`src/rtl/field_deserializer_6.sv`:
```
// ============================================================================
// Module   : field_deserializer_6
// Brief    : Serial-to-parallel field assembler with valid/ready output and
//            registered all-ones / any-one flags.
// Revision : 1.0
// ============================================================================
`default_nettype none

module field_deserializer_6 #(
    parameter int WIDTH     = 6,
    parameter bit MSB_FIRST = 1'b1
) (
    input  logic             clk,
    input  logic             rst_n,
    input  logic             clear,
    input  logic             bit_in,
    input  logic             bit_valid,
    output logic             bit_ready,
    output logic [WIDTH-1:0] field_out,
    output logic             field_valid,
    input  logic             field_ready,
    output logic             field_all1,
    output logic             field_any1,
    output logic [2:0]       bit_count
);

    localparam logic [2:0] C_LAST = 3'(WIDTH - 1);

    logic [WIDTH-1:0] r_shift;
    logic [2:0]       r_bit_count;
    logic [WIDTH-1:0] r_field;
    logic             r_valid;
    logic             r_all1;
    logic             r_any1;

    logic             w_last;
    logic             w_ready;
    logic             w_accept;
    logic             w_complete;
    logic [WIDTH-1:0] w_shift_next;

    assign w_last     = (r_bit_count == C_LAST);
    // Only the completing bit can stall, and only while the held field is not leaving.
    assign w_ready    = ~(w_last & r_valid & ~field_ready) & ~clear;
    assign w_accept   = bit_valid & w_ready;
    assign w_complete = w_accept & w_last;

    generate
        if (MSB_FIRST) begin : g_msb_first
            assign w_shift_next = {r_shift[WIDTH-2:0], bit_in};
        end else begin : g_lsb_first
            always_comb begin
                w_shift_next              = r_shift;
                w_shift_next[r_bit_count] = bit_in;
            end
        end
    endgenerate

    always_ff @(posedge clk or negedge rst_n) begin
        if (!rst_n) begin
            r_shift     <= '0;
            r_bit_count <= '0;
            r_field     <= '0;
            r_valid     <= 1'b0;
            r_all1      <= 1'b0;
            r_any1      <= 1'b0;
        end else if (clear) begin
            r_shift     <= '0;
            r_bit_count <= '0;
            r_field     <= '0;
            r_valid     <= 1'b0;
            r_all1      <= 1'b0;
            r_any1      <= 1'b0;
        end else begin
            if (w_accept) begin
                r_shift     <= w_shift_next;
                r_bit_count <= w_last ? 3'd0 : r_bit_count + 3'd1;
            end
            if (w_complete) begin
                r_field <= w_shift_next;
                r_all1  <= &w_shift_next;
                r_any1  <= |w_shift_next;
                r_valid <= 1'b1;
            end else if (r_valid && field_ready) begin
                r_valid <= 1'b0;
            end
        end
    end

    assign bit_ready   = w_ready;
    assign field_out   = r_field;
    assign field_valid = r_valid;
    assign field_all1  = r_all1;
    assign field_any1  = r_any1;
    assign bit_count   = r_bit_count;

endmodule

`default_nettype wire
```
`config.mk`:
```
export PLATFORM = sky130hd
export DESIGN_NAME = field_deserializer_6
export DESIGN_NICKNAME = d
export VERILOG_FILES = /design/src/rtl/field_deserializer_6.sv
export SDC_FILE = /design/constraint.sdc
export NUM_CORES = 1
export LEC_CHECK = 0
export ABC_AREA = 1
export CAP_MARGIN = 10
export CORE_MARGIN = 5
export CORE_UTILIZATION = 24
export CTS_CLUSTER_SIZE = 30
export DETAILED_ROUTE_END_ITERATION = 10
export PLACE_DENSITY_LB_ADDON = 0.05
export SLEW_MARGIN = 25
export SYNTH_ARGS = -nofsm -noshare
export SYNTH_HDL_FRONTEND = slang
export SYNTH_SLANG_ARGS = --single-unit
```
`constraint.sdc`:
```
create_clock -name clk -period 2 [get_ports clk]
set_input_delay 0.3 -clock clk [delete_from_list [all_inputs] [get_ports clk]]
set_output_delay 0.3 -clock clk [all_outputs]
set_load 0.02 [all_outputs]
```
# --- Word level (Yosys, flattened, before mapping) ---
# Cells that the tools add are included.
word_totals:
  reg_bits: 17
  latch_bits: 0
  mem_bits_rw: 0
  mem_bits_ro: 0
  input_bits: 6
  output_inout_bits: 13
  word_cells: 36
  memories: 0
op_classes:
  add_sub_neg: 1
  mul: 0
  div: 0
  magnitude_cmp: 0
  eq_ne: 1
  shifts: 0
  n_mux: 14
  bitwise_logic: 8
  n_reduce_logical: 6
op_table:
  columns: ["cell", "n"]
  rows:
  - ["$mux 6", 2]
  - ["$mux 5", 2]
  - ["$mux 3", 3]
  - ["$mux 1", 7]
  - ["$reduce_and 6->1", 1]
  - ["$reduce_or 6->1", 1]
  - ["$and 1x1->1", 5]
  - ["$reduce_bool 2->1", 2]
  - ["$add 3x1->3 const B", 1]
  - ["$eq 3x3->1 const B", 1]
  - ["$not 1->1", 3]
  - ["$reduce_bool 3->1", 1]
  - ["$logic_and 1x1->1", 1]

# --- Longest topological paths before layout ---
logic_depth:
  word_depth: 9
  depth_mapped: 8
  ltp_nobuf: 8

# --- Least setup slack after synthesis ---
# No wires, ideal clock.
synth_timing:
  kind: "register to output"
  from: "reg r_bit_count[0] (netlist: bit_count[0])"
  to: "out bit_ready"
  arrival_time_ps: 1094
  required_time_ps: 1700
  slack_ps: 606
  stages_incl_launch_ff: 4
  n_path_buf: 0
  cell_sequence: "dfrtp_1 > nand2_2 > nor2_4 > a21oi_1"
synth_between:
  elab_chain_len: 5
synth_lines:
  columns: ["item", "line", "source"]
  rows:
  - ["start: declaration", "30", "logic [2:0] r_bit_count;"]
  - ["start signal: assignment", "77", "r_bit_count <= w_last ? 3'd0 : r_bit_count + 3'd1;"]
  - ["$eq 3x3->1", "42", "assign w_last = (r_bit_count == C_LAST);"]
  - ["$and 1x1->1 (2 in series)", "44", "assign w_ready = ~(w_last & r_valid & ~field_ready) & ~clear;"]
  - ["$not 1->1", "44", null]
  - ["$and 1x1->1", "44", null]
  - ["end: declaration", "18", "output logic bit_ready,"]
# No other way between the ends.

# --- Worst setup path in the final report ---
layout_timing:
  from: "in field_ready"
  to: "out bit_ready"
layout_between:
  elab_chain_len: 4
layout_lines:
  columns: ["item", "line", "source"]
  rows:
  - ["start: declaration", "21", "input logic field_ready,"]
  - ["$not 1->1", "44", null]
  - ["$and 1x1->1", "44", null]
  - ["$not 1->1", "44", null]
  - ["$and 1x1->1", "44", null]
# No other way between the ends.

==> flow_summary_export.csv <==
group,metric,value,unit
routing,routed-via-count,790,
worst_setup_path,required,1700,ps
worst_setup_path,cp_data_arrival_time,1500,ps
die,die_y,69.4,um
yosys,synth_largest_area_cell,"dfrtp_1",
place,port_buffer_count,18,
global_routing,grt_max_degree,19,
cts,cts_root_buf,"clkbuf_4",
die,die_width,69.4,um
cells_and_area,post_route_cells_drive_above_1_share,13.4,%
cells_and_area,areaGrowthSynthToFinish,35.0,%
die,core_region_area,0.00339,mm2
power,psw,191,uW
place,place_congestion,0.724,
power,p_seq_share,55.7,%
power,combinational_group_share_of_total_power,14.5,%
cells_and_area,final_cell_area,0.00114,mm2
cells_and_area,ant_diodes,0,
place,pre_cts_slack,-110,ps
timing,setup_ws,198,ps
power,pwr-share-clk,29.8,%
cells_and_area,area_used_by_sequential_logic_in_the_layout,425,um2
timing,finalSetupViolCount,0,
global_routing,antenna_violations_before_repair,0,
routing,drt.antenna.violating_nets,0,
yosys,syn_area,847,um2
yosys,yosys_warn_count,0,
power,vdd_drop_max,0.382,mV
place,dp_hpwl,1.58,mm
worst_setup_path,reg2reg_slack,650,ps
global_routing,grt_usage,9.37,%
yosys,synth-seq-cells,17,
timing,finalClockSkew,0.716,ps
routing,wl,2.10,mm
yosys,syn_inst,107,
cts,cts-root-to-sink-buffers,2,
timing,worst_slew_margin_rel,82.8,%
routing,drt-vias-per-instance,4.39,
timing,minimum_period_implied_by_the_final_worst_setup_slack,1800,ps
cts,worst_skew_pair.late_latency,300,ps
worst_setup_path,timing.critical_path.to_type,"output pin",
timing,finalHoldViolations,0,
flow_run,max_cap_viol_count,0,
worst_setup_path,rr_startpoint,"bit_count[2]",
timing,transition_time_at_the_pin_with_the_least_slew_margin,258,ps
yosys,number_of_flops_mapped_to_enable_cells_by_yosys,0,
worst_setup_path,reg2regPathDepth,6,
timing,min_period_over_period,90.1,%
power,power.density,576,mW/mm2
cells_and_area,multi_input_gate_area,345,um2
power,internal_power,468,uW
hold_path,hold_path.class,"in -> async",
yosys,synth_flop_cell,"dfrtp_1",
timing,rsz0062_at_grt,"no",
yosys,distinct_cell_type_count_after_synthesis,16,
worst_setup_path,path_max_fanout,3,
power,power.switching_fraction,28.9,%
timing,final_max_slew_viol_count,0,
routing,initial_drc_count,50,
worst_setup_path,critical_path.reg2reg.endpoint,"field_out[5]",
cells_and_area,nNetsFinal,141,
outcome,run_status,"finished clean",
worst_setup_path,cp-start-kind,"primary input",
power,post-layout-total-power,659,uW
cells_and_area,fill_cells,375,
routing,route.detailed.wl_per_inst,11.7,um
place,post_dp_cell_area,0.00112,mm2
yosys,postSynthAreaPerCell,7.92,um2
power,p_leak,0.582,nW
routing,drt-pass1-iter-count,5,
cts,number_of_buffers_added_by_the_clock_tree_synthesis_step,3,
die,start_util,25.0,%
die,die-area,0.00482,mm2
global_routing,aggregate_global_routing_overflow,0,
yosys,yosysSeqAreaShare,50.2,%
cts,post_cts_buffers,0,
cts,cts.htree.levels,1,
cts,tritoncts_num_sinks,17,
global_routing,first_global_vias,783,
timing,maximum_clock_rate,555,MHz
yosys,synth-async-reset-ratio,100,%
yosys,syn_nets,113,
die,core.rowCount,21,
die,ios,19,
routing,remaining_drc_errors,0,
worst_setup_path,critPathKind,"in -> out",
yosys,synth_largest_type_area_fraction,50.2,%
cts,clk_pin_slew_worst_paths,110,ps
cts,tritoncts_clock_tree,"built",
global_routing,wire_length_of_the_first_global_routing_pass,3.68,mm
yosys,synth.area.top_cells,"dfrtp_1 (50%), nand2_1 (16%), nand3_1 (9.5%)",
[through the flow]
step / utilization [%] / instances / TNS [ps] / hold slack [ps]
after floorplan: - / 107 / 0 / 4.41
after global placement: 33.0 / 176 / -60.8 / 492
after detailed placement: 33.0 / 176 / -110 / 495
after CTS: 33.7 / 180 / 0 / 320
after global routing: 33.7 / 180 / 0 / 339
final: 33.7 / 180 / 0 / 313
[critical path: stages]
cell	delay, ps
clkdlybuf4s50_1	450
inv_1	30
nand2_1	70
inv_1	60
a21oi_1	220
dlygate4sd2_1	370
[power groups by stage]
stage	Sequential (mW)	Clock (mW)	Combinational [mW]
global placement	0.375	0	0.0974
global route	0.370	0.222	0.108
finish	0.367	0.196	0.0956
CTS	0.367	0.204	0.0972
floorplan	0.379	0	0.0399
detailed placement	0.374	0	0.0979
[how the worst max path moves through the flow]
stage | from | to | slack, ps | depth (start not counted)
after floorplan | bit_count[0] | bit_ready | 610 | 3
after global placement | field_ready | bit_ready | -60 | 6
after detailed placement | field_ready | bit_ready | -110 | 6
after CTS | bit_count[2] | bit_ready | 170 | 4
after global routing | bit_count[2] | bit_ready | 100 | 4
final | field_ready | bit_ready | 200 | 6
[per-layer routing]
| metal | up-vias | track usage [%] | share of wire (%) |
|---|---|---|---|
| li1 | 399 | - | - |
| met1 | 368 | 12.4 | 50 |
| met2 | 21 | 14.4 | 45 |
| met3 | 2 | 3.19 | 4.1 |
| met4 | 0 | 2.60 | 1.0 |
| met5 | - | 0 | 0 |
[layout make-up]
type | instances | share of cell area [%]
clock buffer | 3 | 1.97
timing repair buffer | 26 | 20.9
clock inverter | 1 | 0.438
multi-input combinational | 74 | 30.2
tap | 46 | 5.03
inverter | 13 | 4.27
sequential | 17 | 37.2
[flip-flops by register name, indices dropped and copies added, names as in the netlist]
signal,cells
field_out,6
r_shift,5
bit_count,3
field_all1,1
field_any1,1
field_valid,1
[repair_timing]
action / in CTS / in global routing
gates resized for setup: 1 / 0
hold buffers: 0 / 0
setup endpoints to repair: 1 / 0
[kinds of logic (layout without fill, tap and decap cells)]
kind of cell,Yosys count,in the layout,synth area share (%)
buffers and inverters,16,43,9.01
AOI/OAI and AO/OA,5,5,2.95
DFF,17,17,50.2
and+or+nand+nor,69,69,37.8
[synth_stat cells (2+ instances only)]
master,instances
nand2_1,36
dfrtp_1,17
nand3_1,16
inv_1,12
nor2_1,6
nand4_1,5
o21ai_0,4
buf_6,2
nand2_2,2
[cells in the final DEF, fill, tap and decap left out, drive strengths merged]
cell,instances
nand2,38
dfrtp,17
clkdlybuf4s50,17
nand3,17
inv,13
buf,8
nor2,7
nand4,6
o21ai,4
clkbuf,3
a21oi,1
nor3,1
clkinv,1
dlygate4sd2,1
Note: power is estimated with default switching activity, not from simulation.
